## src/rtl/nn_pkg.sv

```systemverilog
// Shared definitions for the pointwise-convolution layer scheduler.
// State encoding, pixel-count and log2 helpers.
package nn_pkg;

    localparam logic [2:0] ST_IDLE   = 3'd0;
    localparam logic [2:0] ST_PARAM  = 3'd1;
    localparam logic [2:0] ST_STREAM = 3'd2;
    localparam logic [2:0] ST_DRAIN  = 3'd3;
    localparam logic [2:0] ST_DONE   = 3'd4;

    typedef enum logic [2:0] {
        S_IDLE   = ST_IDLE,
        S_PARAM  = ST_PARAM,
        S_STREAM = ST_STREAM,
        S_DRAIN  = ST_DRAIN,
        S_DONE   = ST_DONE
    } state_t;

    function automatic int clog2(input int v);
        int r;
        int x;
        r = 0;
        x = v - 1;
        while (x > 0) begin
            r = r + 1;
            x = x >> 1;
        end
        return r;
    endfunction

    function automatic int total_px(input int size);
        return size * size;
    endfunction

endpackage

```

## src/rtl/pconv_sched_wr.sv

```systemverilog
// Write-back side of the scheduler: result capture, write counter,
// drain idle timeout and missing/extra/stray result error flag.
module pconv_sched_wr
    import nn_pkg::*;
#(
    parameter int N              = 16,
    parameter int OUTPUT_CHANNEL = 32,
    parameter int ADDR_W         = 10,
    parameter int TOTAL          = 36,
    parameter int DRAIN_TIMEOUT  = 255
) (
    input  logic                        clk,
    input  logic                        rst_n,
    input  logic                        clr,
    input  logic                        cap_en,
    input  logic                        drain,
    input  logic                        stray_chk,
    input  logic                        dout_vld,
    input  logic [OUTPUT_CHANNEL*N-1:0] dout,
    output logic                        wr_en,
    output logic [ADDR_W-1:0]           wr_addr,
    output logic [OUTPUT_CHANNEL*N-1:0] wr_data,
    output logic                        wr_full,
    output logic                        timeout,
    output logic                        err
);

    localparam int IDLE_W = (clog2(DRAIN_TIMEOUT + 1) > 8) ?
                            clog2(DRAIN_TIMEOUT + 1) : 8;
    localparam logic [ADDR_W:0]   TOT = (ADDR_W + 1)'(TOTAL);
    localparam logic [IDLE_W-1:0] TMO = IDLE_W'(DRAIN_TIMEOUT);

    logic [ADDR_W:0]   wr_cnt;
    logic [IDLE_W-1:0] idle_cnt;
    logic              take;
    logic              extra;
    logic              stray;

    assign wr_full = (wr_cnt == TOT);
    assign timeout = drain && (idle_cnt == TMO);
    assign take    = cap_en && dout_vld && !wr_full;
    assign extra   = cap_en && dout_vld && wr_full;
    assign stray   = stray_chk && dout_vld;

    always_ff @(posedge clk or negedge rst_n) begin
        if (!rst_n) begin
            wr_en    <= 1'b0;
            wr_addr  <= '0;
            wr_data  <= '0;
            wr_cnt   <= '0;
            idle_cnt <= '0;
            err      <= 1'b0;
        end else begin
            wr_en <= take;
            if (take) begin
                wr_addr <= wr_cnt[ADDR_W-1:0];
                wr_data <= dout;
            end
            if (clr) begin
                wr_cnt   <= '0;
                idle_cnt <= '0;
                err      <= 1'b0;
            end else begin
                if (take) begin
                    wr_cnt <= wr_cnt + 1'b1;
                end
                // idle count only runs while waiting out the array in DRAIN
                if (!drain || dout_vld) begin
                    idle_cnt <= '0;
                end else if (!timeout) begin
                    idle_cnt <= idle_cnt + 1'b1;
                end
                if (extra || stray || timeout) begin
                    err <= 1'b1;
                end
            end
        end
    end

endmodule

```

## src/rtl/pconv_sched.sv

```systemverilog
// Layer scheduler for the pointwise-convolution array: parameter load,
// feature-map streaming and output-buffer write-back with error checks.
module pconv_sched
    import nn_pkg::*;
#(
    parameter int N              = 16,
    parameter int INPUT_CHANNEL  = 3,
    parameter int OUTPUT_CHANNEL = 32,
    parameter int INPUT_SIZE     = 6,
    parameter int ADDR_W         = 10,
    parameter int LAYER_W        = 4,
    parameter int DRAIN_TIMEOUT  = 255
) (
    input  logic                        clk,
    input  logic                        rst_n,
    input  logic                        start,
    input  logic                        abort,
    input  logic [LAYER_W-1:0]          layer_id,
    output logic                        busy,
    output logic                        done,
    output logic                        err,
    output logic                        param_req,
    output logic [LAYER_W-1:0]          param_layer,
    input  logic                        param_ack,
    output logic                        fm_rd_en,
    output logic [ADDR_W-1:0]           fm_rd_addr,
    input  logic [INPUT_CHANNEL*N-1:0]  fm_rd_data,
    output logic                        pc_input_vld,
    output logic [INPUT_CHANNEL*N-1:0]  pc_input_din,
    input  logic                        pc_dout_vld,
    input  logic [OUTPUT_CHANNEL*N-1:0] pc_dout,
    output logic                        ob_wr_en,
    output logic [ADDR_W-1:0]           ob_wr_addr,
    output logic [OUTPUT_CHANNEL*N-1:0] ob_wr_data
);

    localparam int TOTAL = total_px(INPUT_SIZE);
    localparam logic [ADDR_W:0] LAST = (ADDR_W + 1)'(TOTAL - 1);

    state_t          state;
    logic [ADDR_W:0] rd_cnt;
    logic            kill;
    logic            accept;
    logic            wr_full;
    logic            timeout;
    logic            cap_en;
    logic            drain;
    logic            stray_chk;

    assign kill         = abort && (state != S_IDLE);
    assign accept       = start && (state == S_IDLE);
    assign busy         = (state != S_IDLE);
    assign fm_rd_addr   = rd_cnt[ADDR_W-1:0];
    assign pc_input_din = fm_rd_data;

    // abort suppresses every capture/error path in the cycle it lands
    assign cap_en    = !kill && ((state == S_STREAM) || (state == S_DRAIN));
    assign drain     = !kill && (state == S_DRAIN);
    assign stray_chk = !kill && ((state == S_IDLE) || (state == S_DONE));

    always_ff @(posedge clk or negedge rst_n) begin
        if (!rst_n) begin
            state        <= S_IDLE;
            rd_cnt       <= '0;
            param_req    <= 1'b0;
            param_layer  <= '0;
            fm_rd_en     <= 1'b0;
            pc_input_vld <= 1'b0;
            done         <= 1'b0;
        end else begin
            pc_input_vld <= fm_rd_en;
            done         <= 1'b0;
            if (kill) begin
                state     <= S_IDLE;
                param_req <= 1'b0;
                fm_rd_en  <= 1'b0;
            end else begin
                unique case (state)
                    S_IDLE: begin
                        if (start) begin
                            param_layer <= layer_id;
                            rd_cnt      <= '0;
                            param_req   <= 1'b1;
                            state       <= S_PARAM;
                        end
                    end
                    S_PARAM: begin
                        if (param_ack) begin
                            param_req <= 1'b0;
                            fm_rd_en  <= 1'b1;
                            state     <= S_STREAM;
                        end
                    end
                    S_STREAM: begin
                        rd_cnt <= rd_cnt + 1'b1;
                        if (rd_cnt == LAST) begin
                            fm_rd_en <= 1'b0;
                            state    <= S_DRAIN;
                        end
                    end
                    S_DRAIN: begin
                        if (wr_full || timeout) begin
                            done  <= 1'b1;
                            state <= S_DONE;
                        end
                    end
                    S_DONE: begin
                        state <= S_IDLE;
                    end
                    default: begin
                        state <= S_IDLE;
                    end
                endcase
            end
        end
    end

    pconv_sched_wr #(
        .N             (N),
        .OUTPUT_CHANNEL(OUTPUT_CHANNEL),
        .ADDR_W        (ADDR_W),
        .TOTAL         (TOTAL),
        .DRAIN_TIMEOUT (DRAIN_TIMEOUT)
    ) u_wr (
        .clk      (clk),
        .rst_n    (rst_n),
        .clr      (accept),
        .cap_en   (cap_en),
        .drain    (drain),
        .stray_chk(stray_chk),
        .dout_vld (pc_dout_vld),
        .dout     (pc_dout),
        .wr_en    (ob_wr_en),
        .wr_addr  (ob_wr_addr),
        .wr_data  (ob_wr_data),
        .wr_full  (wr_full),
        .timeout  (timeout),
        .err      (err)
    );

endmodule

```

## config.mk

```make
export PLATFORM = sky130hd
export DESIGN_NAME = pconv_sched
export DESIGN_NICKNAME = d
export VERILOG_FILES = /design/src/rtl/nn_pkg.sv /design/src/rtl/pconv_sched_wr.sv /design/src/rtl/pconv_sched.sv
export SDC_FILE = /design/constraint.sdc
export NUM_CORES = 1
export LEC_CHECK = 0
export CAP_MARGIN = 0
export CORE_AREA = 2 2 457 459
export CTS_BUF_LIST = sky130_fd_sc_hd__clkbuf_4 sky130_fd_sc_hd__clkbuf_8
export DETAILED_ROUTE_END_ITERATION = 16
export DIE_AREA = 0 0 459 461
export PLACE_DENSITY = 0.31
export SLEW_MARGIN = 20
export SYNTH_ARGS = -nofsm -noshare
export SYNTH_HDL_FRONTEND = slang
export SYNTH_SLANG_ARGS = --single-unit
export TNS_END_PERCENT = 10
```

## constraint.sdc

```tcl
create_clock -name clk -period 2.33 [get_ports clk]
set_input_delay 0.233 -clock clk [delete_from_list [all_inputs] [get_ports clk]]
set_output_delay 0.233 -clock clk [all_outputs]
set_load 0.02 [all_outputs]
```

# Word level (Yosys, flattened, before mapping)
# Cells that the tools add are included.
# W data, S select, Z words.
totals:
  reg_bits: 565
  input_bits: 570
  output_inout_bits: 591
  wordCells: 87
op_classes:
  add_sub_neg: 3
  eq_ne: 13
  muxes: 26
  bitwise: 1
  n_reduce_logical: 31
ops:
  columns: ["op", "count"]
  rows:
  - ["$mux W11", 3]
  - ["$mux W8", 3]
  - ["$add A11 B1 Y11 const B", 2]
  - ["$eq A11 B6 Y1 const B", 2]
  - ["$pmux W11 S2", 1]
  - ["$mux W3", 5]
  - ["$pmux W3 S4", 1]
  - ["$reduce_and A3 Y1", 4]
  - ["$mux W1", 11]
  - ["$logic_and A1 B1 Y1", 10]
  - ["$ne A3 B2 Y1 const B", 3]
  - ["$reduce_bool A3 Y1", 3]
  - ["$add A8 B1 Y8 const B", 1]
  - ["$eq A8 B8 Y1 const B", 1]
  - ["$eq A3 B2 Y1 const B", 2]
  - ["$logic_or A1 B1 Y1", 6]
  - ["$ne A3 B3 Y1 const B", 2]
  - ["$reduce_bool A2 Y1", 3]
  - ["$pmux W1 S2", 2]
  - ["$reduce_and A4 Y1", 1]
  - ["$eq A3 B1 Y1 const B", 1]
  - ["$eq A3 B3 Y1 const B", 1]
  - ["$logic_not A1 Y1", 3]
  - ["$logic_not A3 Y1", 1]
  - ["other kinds (2)", 2]

# Depth between registers and ports, before layout
logic_depth:
  word_depth: 10
  depth_mapped: 10

# Modules after synthesis
# A second synthesis with hierarchy kept.
hier_totals:
  cells_unflattened: 1402
  hier_area_um2: 23406.2
modules_own_cells:
  columns: ["module", "n_inst", "cells_per_inst", "area_per_inst_um2"]
  rows:
  - ["pconv_sched_wr", 1, 1227, 21790.9]
  - ["pconv_sched", 1, 175, 1615.3]

# Least setup slack after synthesis
# Ideal clock, no wire load.
synth_path:
  path_kind: "register to register"
  start: "register u_wr.wr_cnt[0]"
  end: "register u_wr.wr_data[379]"
  setup_ns: 0.125
  t_arrival_ns: 1.958
  t_required_ns: 2.205
  slack_ns: 0.246
  stages_incl_launch_ff: 11
  n_path_buf: 4
  period_less_slack_ns: 2.084
  cell_sequence: "dfrtp_1 -> inv_1 -> ha_1 -> and4bb_1 -> a31o_1 -> buf_4 -> inv_2 -> buf_6 -> buf_8 -> buf_6 -> mux2_4"
synth_between:
  elab_chain_cells: 3
synth_rtl:
  columns: ["item", "line_no", "text"]
  rows:
  - ["start, declared", "pconv_sched_wr.sv:33", "logic [ADDR_W:0] wr_cnt;"]
  - ["start signal, assigned", "pconv_sched_wr.sv:65", "wr_cnt <= wr_cnt + 1'b1;"]
  - ["$eq A11 B6 Y1", "pconv_sched_wr.sv:39", "assign wr_full = (wr_cnt == TOT);"]
  - ["$logic_not A1 Y1", "pconv_sched_wr.sv:41", "assign take = cap_en && dout_vld && !wr_full;"]
  - ["$logic_and A1 B1 Y1", "pconv_sched_wr.sv:41", null]
  - ["end signal, assigned", "pconv_sched_wr.sv:57", "wr_data <= dout;"]
  - ["end, declared", "pconv_sched_wr.sv:22", "output logic [OUTPUT_CHANNEL*N-1:0] wr_data,"]
# Every way passes these cells.
# A chain may end at the register's enable or synchronous reset.

# Worst setup path after layout
layout_path:
  start: "register u_wr.wr_cnt[0]"
  end: "register u_wr.wr_data[133]"
# The elaborated chain is that of the path after synthesis.

==> reports/summary.txt <==
antenna violations before repair: 105
RSZ-0062 raised after global routing: true
CP startpoint: u_wr.wr_cnt[0]
NumNets Final: 3,619
Buf+Inv Stages, Crit Path: 4
IO Pins: 1,161
wire per inst: 22.6 um
layout cells sized above 1: 0.273
Pleak: 18.0 nW
count of final setup violators: 0
WP data arrival: 2.95 ns
PwrDens: 1230 mW/mm2
post-route DRC violation count: 0
register area share after synthesis: 0.632
reg2reg start: u_wr.wr_cnt[0]
clock slew at reported path FFs: 0.05 ns
most used cell, CP: buf_12
Slew Viols, Final: 0
cell family with most CP delay: buffers and inverters
Relative slew margins: 0.622
Synth Net Count: 1,972
Post-synth ARST share: 1.00
critical path peak fanout: 24
H-tree levels: 4
# fillers: 22,300
vias in the first global route: 20,100
run status: complete, no violations
Post-Syn Area: 0.0224 mm2
R2R Setup Slk: 0.07 ns
Final min period: 2.26 ns
CP Data Required Time: 3.02 ns
vias post-DR: 18,500
Overall Power: 54.2 mW
CTS tree: built
width of the die: 459 um
Primary FF master, synth: dfrtp_1
reg2reg end: u_wr.wr_data[133]
Placer Congestion: 0.736
Syn Area/Cell: 16.0 um2
worst min-delay path class: in -> reg
TritonCTS Buffers: 131
Total GRT Usage: 0.122
setup tns final: 0 ns
CP Capture Point: u_wr.wr_data[133]
crit-path cells: inv_1, ha_1, and4bb_1, a31o_2, clkinv_8, buf_12, buf_12, mux2_2
Fmax: 442 MHz
#FFs+latches synth: 565
stages on the worst setup path: 8
Fin. Hold Viols: 0
Routed WL: 133 mm
hold_ws: 0.141 ns
most frequent cell after synthesis: dfrtp_1
DP HPWL: 109 mm
FP Rows: 167
CTS Buffer Depth: 3
post-layout util: 0.214
CP Capture Type: flop
Slowest-stage cell, CP: mux2_2
Sink Count: 565
worst r2r path cells: 8
Clock Skews: 0.0311 ns
leading area contributor after synthesis: dfrtp_1
core area: 0.206 mm2
Die H: 461 um
Max-Cap Viols: 0
GRT overflow: 0
max incr delay on CP: 0.36 ns
Area contributors post-synth: dfrtp_1 (63%), mux2_2 (21%), mux2_4 (6.7%), buf_4 (3.1%), buf_8 (0.67%)
peak supply drop: 0.572 mV
clk_lat worst skew: 0.83 ns
Initial DRC Count: 543
layout overhead on the synthesized area: 97.6%
pin count of the biggest net entering global routing: 72
CP startpoint kind: flop
Synth top area share: 0.632
cell count after synthesis: 1,398
Post-synth top cells: dfrtp_1 (565), mux2_2 (417), mux2_4 (100)
Starting Density: 0.108
kind of critical path: reg -> reg
Vias/cell: 3.15
post-route antenna net violation count: 0
Root Driver: clkbuf_8
Port Buffers: 1,064
Final Instance Area: 0.0442 mm2
Die Area: 0.212 mm2
router iterations before antenna repair: 4
Ys Warns: 0
first-pass GRT wire length: 178 mm
Worst Tran Pin Value: 0.570 ns
fin crit share: 0.971
Post-Place Cell Area: 0.0367 mm2
Post-synth EDFFs: 0
Netlist cell types: 47
routing by layer:
layer	routed length, um	track usage
met5	405	0
met4	2910	0.0311
met3	13500	0.0560
met2	61300	0.197
met1	54700	0.146
power by group:
| part | internal, mW | switching, mW | total [mW] |
|---|---|---|---|
| Sequential | 14.4 | 2.96 | 17.3 |
| Combinational | 12.2 | 12.3 | 24.5 |
| Clock | 7.14 | 5.21 | 12.4 |
| Total | 33.7 | 20.4 | 54.2 |
area by class of cell:
type / count / area [um2] / area share
antenna: 32 / 80.1 / 0.00181
clock buffer: 207 / 2600 / 0.0588
clock inverter: 16 / 148 / 0.00334
inverter: 10 / 50.0 / 0.00113
multi-input combinational: 699 / 7270 / 0.164
sequential: 565 / 14100 / 0.320
tap: 2704 / 3380 / 0.0765
timing repair buffer: 1638 / 16600 / 0.374
cell families (layout without fill, tap and decap cells):
group / after synthesis / in the layout / synth area share
flops: 565 / 565 / 0.632
mux: 520 / 520 / 0.278
buf+inv: 134 / 1871 / 0.0442
simple gates: 115 / 115 / 0.0264
compound gates: 51 / 51 / 0.0138
xor+xnor: 9 / 9 / 0.00352
fa+ha+maj: 4 / 4 / 0.00224
other cells: 0 / 32 / 0
worst min-delay path by stage:
| stage | from | endpoint | slack (ns) | cells after the start |
|---|---|---|---|---|
| after floorplan | rst_n | done | -0.06 | 0 |
| after global placement | rst_n | u_wr.wr_data[255] | 0.21 | 1 |
| after detailed placement | rst_n | u_wr.wr_data[255] | 0.21 | 1 |
| after CTS | pc_dout[324] | u_wr.wr_data[324] | 0.0002 | 2 |
| after global routing | pc_dout[202] | u_wr.wr_data[202] | 0.01 | 2 |
| final | pc_dout[202] | u_wr.wr_data[202] | 0.14 | 2 |
metrics by stage:
stage,cells,setup slack (ns)
finish,5871,0.0686
global route,5856,-0.0189
CTS,5838,-0.105
detailed placement,5143,-0.143
global placement,5143,-0.141
floorplan,1398,0.246
state kept, by name (all words and copies together) (netlist names):
name           count
param_layer        4
u_wr.wr_addr      10
pc_input_vld       1
done               1
param_req          1
fm_rd_en           1
u_wr.wr_data     512
state              3
u_wr.wr_cnt       11
u_wr.wr_en         1
u_wr.err           1
u_wr.idle_cnt      8
rd_cnt            11
cells in the final DEF (no fill, tap or decap), types with 3 or more instances in the layout:
master           count
clkdlybuf4s50_1    958
dfrtp_1            565
dlygate4sd3_1      471
mux2_2             417
clkbuf_8           167
mux2_4             100
dlygate4sd2_1      100
buf_4               62
clkbuf_4            40
buf_12              40
nand2_1             37
diode_2             32
nor2_1              22
o21ai_0             18
a21oi_1             13
nand3_1             11
inv_1                9
nor3_1               9
or3_1                8
clkinvlp_4           8
xnor2_1              7
nor4_1               5
and3_1               4
a31oi_1              4
ha_1                 4
mux2i_1              3
a211oi_1             3
o31ai_1              3
inv_8                3
clkinv_2             3
timing repair:
action	in CTS	in global routing
gates cloned	0	1
resized for setup	103	8
hold buffers	472	0
endpoints found under the hold margin	1035	0
buffers inserted	0	0
endpoints found under the setup margin	208	253
pin swaps	0	1
Power figures use the tool's default switching activity.
